**config.mk**
```make
export PLATFORM = sky130hd
export DESIGN_NAME = rng_arbiter_flat
export DESIGN_NICKNAME = d
export VERILOG_FILES = /design/src/rtl/rng_arbiter_if.sv /design/src/rtl/rng_arbiter.sv /design/src/flat_wrapper.sv
export SDC_FILE = /design/constraint.sdc
export NUM_CORES = 1
export LEC_CHECK = 0
export ABC_AREA = 1
export CELL_PAD_IN_SITES_DETAIL_PLACEMENT = 1
export CELL_PAD_IN_SITES_GLOBAL_PLACEMENT = 1
export CORE_ASPECT_RATIO = 0.8
export CORE_MARGIN = 1.5
export CORE_UTILIZATION = 34
export CTS_CLUSTER_SIZE = 14
export DETAILED_ROUTE_END_ITERATION = 10
export MAX_ROUTING_LAYER = met4
export PLACE_DENSITY = 0.89
export SLEW_MARGIN = 20
export SYNTH_ARGS = -nofsm -noshare
export SYNTH_HDL_FRONTEND = slang
export SYNTH_SLANG_ARGS = --single-unit
```
**constraint.sdc**
```tcl
create_clock -name clk -period 2.23 [get_ports clk]
set_clock_uncertainty 0.05 [all_clocks]
set_input_delay 0.446 -clock clk [delete_from_list [all_inputs] [get_ports clk]]
set_output_delay 0.446 -clock clk [all_outputs]
set_load 0.02 [all_outputs]
```
**src/rtl/rng_arbiter_if.sv**
```systemverilog
// Requester and rng-side signal bundle for rng_arbiter.
// slave = the arbiter itself, master = whatever drives requests and models the rng.
interface rng_arbiter_if #(
  parameter int N_REQ      = 4,
  parameter int C_RNG_SIZE = 32
);
  logic [N_REQ-1:0]      req;
  logic [N_REQ-1:0]      ack;
  logic [C_RNG_SIZE-1:0] result;
  logic                  err;
  logic                  busy;
  logic                  rng_start;
  logic [C_RNG_SIZE-1:0] rng_result;
  logic                  rng_valid;
  logic [1:0]            dbg_state;

  // req is a level held until its one-cycle ack pulse; rng_start is a one-cycle
  // pulse and rng_valid qualifies rng_result for exactly the cycles it is high.
  modport slave (
    input  req, rng_result, rng_valid,
    output ack, result, err, busy, rng_start, dbg_state
  );

  modport master (
    output req, rng_result, rng_valid,
    input  ack, result, err, busy, rng_start, dbg_state
  );
endinterface

```
**src/rtl/rng_arbiter.sv**
```systemverilog
// Round-robin sharing of one rng between N_REQ requesters, with a watchdog that
// turns a stuck rng into an err completion. Define RNG_CACHE_EN for a one-word prefetch cache.
module rng_arbiter #(
  parameter int N_REQ      = 4,
  parameter int C_RNG_SIZE = 32,
  parameter int C_TIMEOUT  = 1024
) (
  input  logic          clk,
  input  logic          resetn,
  rng_arbiter_if.slave  bus
);
  localparam int PW = $clog2(N_REQ);
  localparam int WW = $clog2(C_TIMEOUT);

  typedef enum logic [1:0] {
    S_IDLE  = 2'd0,
    S_WAIT  = 2'd1,
    S_DONE  = 2'd2,
    S_SERVE = 2'd3
  } state_t;

  state_t                state;
  logic [PW-1:0]         rr_ptr;
  logic [PW-1:0]         grant;
  logic [WW-1:0]         wd_cnt;
  logic [N_REQ-1:0]      ack;
  logic [C_RNG_SIZE-1:0] result;
  logic                  err;
  logic                  busy;
  logic                  rng_start;
  logic                  refill;

  logic [PW-1:0]         pick;
  logic                  any_req;
  logic                  timeout;
  logic [N_REQ-1:0]      grant_onehot;

`ifdef RNG_CACHE_EN
  logic [C_RNG_SIZE-1:0] cache;
  logic                  cache_valid;
  logic                  need_refill;
`else
  assign refill = 1'b0;
`endif

  // Scan downward so the lowest offset from rr_ptr is the last (winning) assignment.
  always_comb begin
    pick = rr_ptr;
    for (int k = N_REQ - 1; k >= 0; k--) begin
      if (bus.req[PW'((int'(rr_ptr) + k) % N_REQ)]) pick = PW'((int'(rr_ptr) + k) % N_REQ);
    end
  end

  assign any_req      = |bus.req;
  assign timeout      = (wd_cnt == WW'(C_TIMEOUT - 1));
  assign grant_onehot = {{(N_REQ-1){1'b0}}, 1'b1} << grant;

  always_ff @(posedge clk or posedge resetn) begin
    if (resetn) begin
      state     <= S_IDLE;
      rr_ptr    <= '0;
      grant     <= '0;
      wd_cnt    <= '0;
      ack       <= '0;
      result    <= '0;
      err       <= 1'b0;
      busy      <= 1'b0;
      rng_start <= 1'b0;
`ifdef RNG_CACHE_EN
      refill      <= 1'b0;
      cache       <= '0;
      cache_valid <= 1'b0;
      need_refill <= 1'b1;
`endif
    end else begin
      case (state)
        S_IDLE: begin
          if (any_req) begin
            grant <= pick;
            busy  <= 1'b1;
`ifdef RNG_CACHE_EN
            refill <= 1'b0;
            if (cache_valid) begin
              state <= S_SERVE;
            end else begin
              rng_start <= 1'b1;
              state     <= S_WAIT;
            end
          end else if (need_refill) begin
            need_refill <= 1'b0;
            refill      <= 1'b1;
            busy        <= 1'b1;
            rng_start   <= 1'b1;
            state       <= S_WAIT;
`else
            rng_start <= 1'b1;
            state     <= S_WAIT;
`endif
          end
        end

        S_WAIT: begin
          rng_start <= 1'b0;
          wd_cnt    <= wd_cnt + 1'b1;
          if (bus.rng_valid || timeout) begin
            if (refill) begin
              // A refill completes silently; a timed-out refill just leaves the cache empty.
`ifdef RNG_CACHE_EN
              if (bus.rng_valid) begin
                cache       <= bus.rng_result;
                cache_valid <= 1'b1;
              end
`endif
              wd_cnt <= '0;
              busy   <= 1'b0;
              state  <= S_IDLE;
            end else begin
              result <= bus.rng_valid ? bus.rng_result : '0;
              err    <= ~bus.rng_valid;
              ack    <= grant_onehot;
              state  <= S_DONE;
            end
          end
        end

        S_SERVE: begin
`ifdef RNG_CACHE_EN
          result      <= cache;
          cache_valid <= 1'b0;
          need_refill <= 1'b1;
`endif
          err   <= 1'b0;
          ack   <= grant_onehot;
          state <= S_DONE;
        end

        S_DONE: begin
          ack    <= '0;
          err    <= 1'b0;
          wd_cnt <= '0;
          rr_ptr <= (grant == PW'(N_REQ - 1)) ? '0 : grant + 1'b1;
          busy   <= 1'b0;
          state  <= S_IDLE;
        end

        default: state <= S_IDLE;
      endcase
    end
  end

  assign bus.ack       = ack;
  assign bus.result    = result;
  assign bus.err       = err;
  assign bus.busy      = busy;
  assign bus.rng_start = rng_start;
  assign bus.dbg_state = state;
endmodule

```
**src/flat_wrapper.sv**
```systemverilog
// flat-port wrapper written by rule: the top's interface ports become plain ports
module rng_arbiter_flat 
#(
  parameter int N_REQ      = 4,
  parameter int C_RNG_SIZE = 32,
  parameter int C_TIMEOUT  = 1024
)
  (clk, resetn, bus_req, bus_rng_result, bus_rng_valid, bus_ack, bus_result, bus_err, bus_busy, bus_rng_start, bus_dbg_state);
  rng_arbiter_if #(.N_REQ(N_REQ), .C_RNG_SIZE(C_RNG_SIZE)) bus_i ();
  input  logic clk;
  input  logic resetn;
  input wire logic [$bits(bus_i.req)-1:0] bus_req;
  input wire logic [$bits(bus_i.rng_result)-1:0] bus_rng_result;
  input wire logic [$bits(bus_i.rng_valid)-1:0] bus_rng_valid;
  output wire logic [$bits(bus_i.ack)-1:0] bus_ack;
  output wire logic [$bits(bus_i.result)-1:0] bus_result;
  output wire logic [$bits(bus_i.err)-1:0] bus_err;
  output wire logic [$bits(bus_i.busy)-1:0] bus_busy;
  output wire logic [$bits(bus_i.rng_start)-1:0] bus_rng_start;
  output wire logic [$bits(bus_i.dbg_state)-1:0] bus_dbg_state;
  assign bus_i.req = bus_req;
  assign bus_i.rng_result = bus_rng_result;
  assign bus_i.rng_valid = bus_rng_valid;
  assign bus_ack = bus_i.ack;
  assign bus_result = bus_i.result;
  assign bus_err = bus_i.err;
  assign bus_busy = bus_i.busy;
  assign bus_rng_start = bus_i.rng_start;
  assign bus_dbg_state = bus_i.dbg_state;
  rng_arbiter #(.N_REQ(N_REQ), .C_RNG_SIZE(C_RNG_SIZE), .C_TIMEOUT(C_TIMEOUT)) u_core (.clk(clk), .resetn(resetn), .bus(bus_i));
endmodule
```
Yosys cells after proc, flatten, opt, wreduce, memory -nomap -nowiden
Cells that the tools add are included.

word-level totals
  output and inout port bits = 41
  input port bits = 39
  memory bits (writable) = 0
  flip-flop bits (word level) = 55
  bits in latches = 0
  memory bits (read-only) = 0
  memories kept = 0

cells by class
  muxes and demuxes = 29
  $mul = 0
  bitwise operators = 1
  add/sub/neg operators = 5
  equal/unequal tests = 7
  shifts and indexed selects = 1
  order comparisons = 4
  divide/modulo/power cells = 0
  reductions and logical operators = 16

operator list
  operator               count
  $mux 32                1
  $pmux 10 s2            1
  $lt 2x4->1 const B     4
  $mux 2                 7
  $reduce_and 2->1       7
  $pmux 4 s3             1
  $add 10x1->10 const B  1
  $eq 10x10->1 const B   1
  $mux 1                 10
  $bmux 1 s2             4
  $pmux 2 s4             1
  $reduce_bool 2->1      4
  $eq 2x2->1 const B     3
  $pmux 1 s2             3
  $add 2x1->2 const B    2
  $add 2x2->2 const B    2
  $mux 4                 1
  $ne 2x1->1 const B     2
  $reduce_or 4->1        1
  $shl 1x2->4 const A    1
  $reduce_bool 3->1      1
  $eq 2x1->1 const B     1
  $logic_not 2->1        1
  $reduce_or 2->1        1
  other kinds (2)        2

Logic depth before layout (Yosys ltp)
  depth after elaboration = 8
  gate-level depth with buffers = 12
  gate-level depth less buffers = 11

Worst setup path before layout
Ideal clock, no wire load.

  path kind = register to register
  start = register u_core.state[1], in the netlist u_core.bus.dbg_state[1]
  end = register u_core.wd_cnt[9]
  setup time = 0.117 ns
  data arrival time = 1.635 ns
  cell stages (with the launch flop) = 11
  buffers on the path = 1
  setup slack = 0.428 ns
  required time = 2.063 ns
  clock period less this slack = 1.802 ns
  path through = dfrtp_1 > inv_1 > ha_1 > buf_4 > nand2_1 > nor2_2 > nand3_2 > nor3_2 > nand2_1 > nor2_1 > nor2_1

between the ends
  word-level cells in the longest chain between the ends = 2

RTL lines
  what                                                     line                source
  start, declared                                          rng_arbiter.sv:22   state_t state;
  start signal, assigned                                   rng_arbiter.sv:60   state <= S_IDLE;
  start signal, assigned                                   rng_arbiter.sv:97   state <= S_WAIT;
  start signal, assigned                                   rng_arbiter.sv:116  state <= S_IDLE;
  $eq 2x2->1 / $eq 2x1->1 (equally long branches)          rng_arbiter.sv:76   case (state)
  $pmux 10 s2 / $reduce_bool 2->1 (equally long branches)  --
  end signal, assigned                                     rng_arbiter.sv:104  wd_cnt <= wd_cnt + 1'b1;
  end, declared                                            rng_arbiter.sv:25   logic [WW-1:0] wd_cnt;

Several ways; a longest one is shown, not always the timed one.
A chain may end at the register's enable or synchronous reset.

Final worst setup path
Same ends and word-level chain as after synthesis.

==> results.md <==
- Ratio of cells with drive above 1 in the final layout: 0.0839
- Post-CTS Setup Bufs: 0
- Final period utilization: 0.893
- Gpl congestion: ~0.93
- Placed Instances: 518
- Gr ovfl total: 0
- Dpl hpwl: roughly 6000 um
- Clock Latency Late Sink: 310 ps
- Hold Path Class: primary input to asynchronous set/reset pin
- Nets: 466
- Port bufs: 79
- Pin count of the biggest net entering global routing: 44
- Clock sinks: 55
- Post-Layout Cell Count: about 530
- Clock slew at the register clock pins of the worst setup and hold paths: 100 ps
- Max Fclk: 502 MHz
- CP required: 2390 ps
- Hold_buf cts: 0
- Bufs and invs on worst path: 1
- GR peak layer: met2
- Initial antenna violation count: 0
- Boundary Pins: 80
- Vias/cell: between 4 and 5
- TritonCTS clock tree: done
- Worst-Margin Slew: 405 ps
- Post-CTS sizing: 0
- RSZ-0062 raised after global routing: false
- Max rail drop VDD: 0.615 mV
- Ant diodes: 0
- Largest cells by area after synthesis: dfrtp_1 (50%), nand2_1 (17%), nand3_1 (8.0%)
- Clock root buffer: clkbuf_8
- Chip height: 83.3 um
- First-pass GRT wire length: 13600 um
- Post-Syn Nets: 388
- Row count: 29
- Initial Utilization: 0.348
- Drt first pass iters: 4
- Grt met2 use: 0.361
- Cell family with most CP delay: simple AND/OR/NAND/NOR gates
- Crit start category: flip-flop
- Final TNS setup: 0 ps
- Vias in the first global route: 2838
- WHS: around 340 ps
- # DRC: 0
- Status: finished clean
- CP max stage delay: 450 ps
- Routed wire length per instance: 15.3 um
- Core area: 7870 um^2
- Critical path capture point type: flip-flop
- Critical path, cell by cell: inv_1, ha_2, nand2_1, nor2_2, nand3_2, nor3_2, nand2_1, nor2_1, nor2_1
- Vias: approximately 2500
- Post-synth top area share: 0.502
- First DRT Iteration DRCs: 46
- Most frequent cells in the layout: nand2_1 (124), clkdlybuf4s50_1 (79), dfrtp_1 (55), nand3_1 (44), inv_1 (29)
- M3 GR Usage: 0.0438
- Total Routing Usage GR: 0.210
- Total number of H-tree levels: 2
- Final core occ: 0.476
- Total CTS buffers: 5
- Die area: 8610 um^2
- Yosys warnings: 0
- PwrDens: 1370 nW/um^2
- Syn_area_per_cell: 8.08 um^2
- Post-synthesis sequential area ratio: 0.502
- Clk buf depth: 2
- Post-Synthesis Cells: between 300 and 400
- Mapped cell area: between 2000 and 3000 um^2
- Post-layout minimum cycle time: 1990 ps
- Cell variety after synth: 25
- # fillers: around 970
- Setup CP Type: flip-flop to flip-flop
- Max Cap Viol: 0
- CP max stage cell: dfrtp_1
- Die span in x: around 100 um
- Endpoints failing setup: 0
- Leakage: 0.00189 uW
- Flops & latches, synth: 55
- Crit path DAT: between 2000 and 2500 ps
- Overall routed net length: 8050 um
- Slew HR: 0.730
- Commonest non-fill, non-tap cell in the layout: nand2_1
- Final Max Slew Viols: 0
- Met1 GRT Util: 0.251
- Post-route antenna net violation count: 0
- Area Growth Syn to Fin: 36.7%
- Critical Path Fanout Max: 8
- Yosys top cell by area: dfrtp_1
- Final hold violations: 0
-- metal layers --
layer  vias up  share of wire
met4         0          0.013
met3         8          0.026
met5         -              0
met2        37           0.54
met1      1262           0.42
li1       1218              -
-- kinds of logic after synthesis --
family | after synthesis | share of synthesized area
AOI/OAI and AO/OA | 20 | 0.0388
adders and majority gates | 10 | 0.0457
buffers and inverters | 45 | 0.0731
DFF | 55 | 0.502
and+or+nand+nor | 209 | 0.340
-- where the power goes --
part	total [uW]	switching [uW]	internal [uW]	leakage [uW]
clock	671	342	329	0.0000502
sequential	1750	328	1420	0.000691
combinational	2730	1600	1130	0.00115
-- worst reg2reg max path, delay by kind of cell, from the launching register on --
family | cells | cell delay [ps]
AND/OR/NAND/NOR | 7 | 860
buffers and inverters | 1 | 110
flip-flops | 1 | 450
adder cells (fa/ha/maj) | 1 | 420
-- state kept, by name (all words and copies together), names as in the netlist --
signal	flops
u_core.bus.dbg_state	2
u_core.grant	2
u_core.bus.ack	4
u_core.bus.err	1
u_core.bus.busy	1
u_core.rr_ptr	2
u_core.bus.result	32
u_core.bus.rng_start	1
u_core.wd_cnt	10
-- cell type report --
type | instances | area (um^2) | share of cell area
clock buffer | 5 | 68.8 | 0.0184
clock inverter | 2 | 37.5 | 0.0100
inverter | 32 | 120 | 0.0321
multi-input combinational | 239 | 1170 | 0.311
sequential | 55 | 1380 | 0.368
tap | 108 | 135 | 0.0361
timing repair buffer | 84 | 841 | 0.225
-- Yosys cell counts --
master	instances
a21oi_1	5
a22oi_1	1
a31oi_1	2
buf_2	1
buf_4	2
buf_6	3
clkbuf_1	7
dfrtp_1	55
ha_1	10
inv_1	30
inv_2	2
nand2_1	124
nand2_2	11
nand2_4	1
nand3_1	44
nand3_2	3
nand3b_1	3
nand4_1	2
nand4_2	1
nor2_1	15
nor2_2	2
nor3_1	2
nor3_2	1
o21ai_0	11
o22ai_1	1
-- final timing paths --
path                                                      from                                 to  slack, ps  depth (start not counted)
min                                                     resetn  u_core.bus.result[10]$_DFFE_PP0P_        340                          2
max reg2reg                u_core.bus.dbg_state[1]$_DFFE_PP0P_       u_core.wd_cnt[9]$_DFFE_PP0P_        240                          9
min reg2reg                  u_core.bus.result[11]$_DFFE_PP0P_  u_core.bus.result[11]$_DFFE_PP0P_        430                          2
max in group asynchronous                               resetn        u_core.grant[0]$_DFFE_PP0P_       1260                          3
min in group clk             u_core.bus.result[11]$_DFFE_PP0P_  u_core.bus.result[11]$_DFFE_PP0P_        430                          2
max                        u_core.bus.dbg_state[1]$_DFFE_PP0P_       u_core.wd_cnt[9]$_DFFE_PP0P_        240                          9
-- through the flow --
step | cell area, um^2 | power [uW] | setup slack (ps)
final | 3740 | 5150 | 239
after global routing | 3740 | 5550 | 37.6
after CTS | 3740 | 5190 | 197
after detailed placement | 3640 | 4500 | 282
after global placement | 3640 | 4340 | 427
after floorplan | 2740 | 3340 | 391
Note: power is estimated with default switching activity, not from simulation.
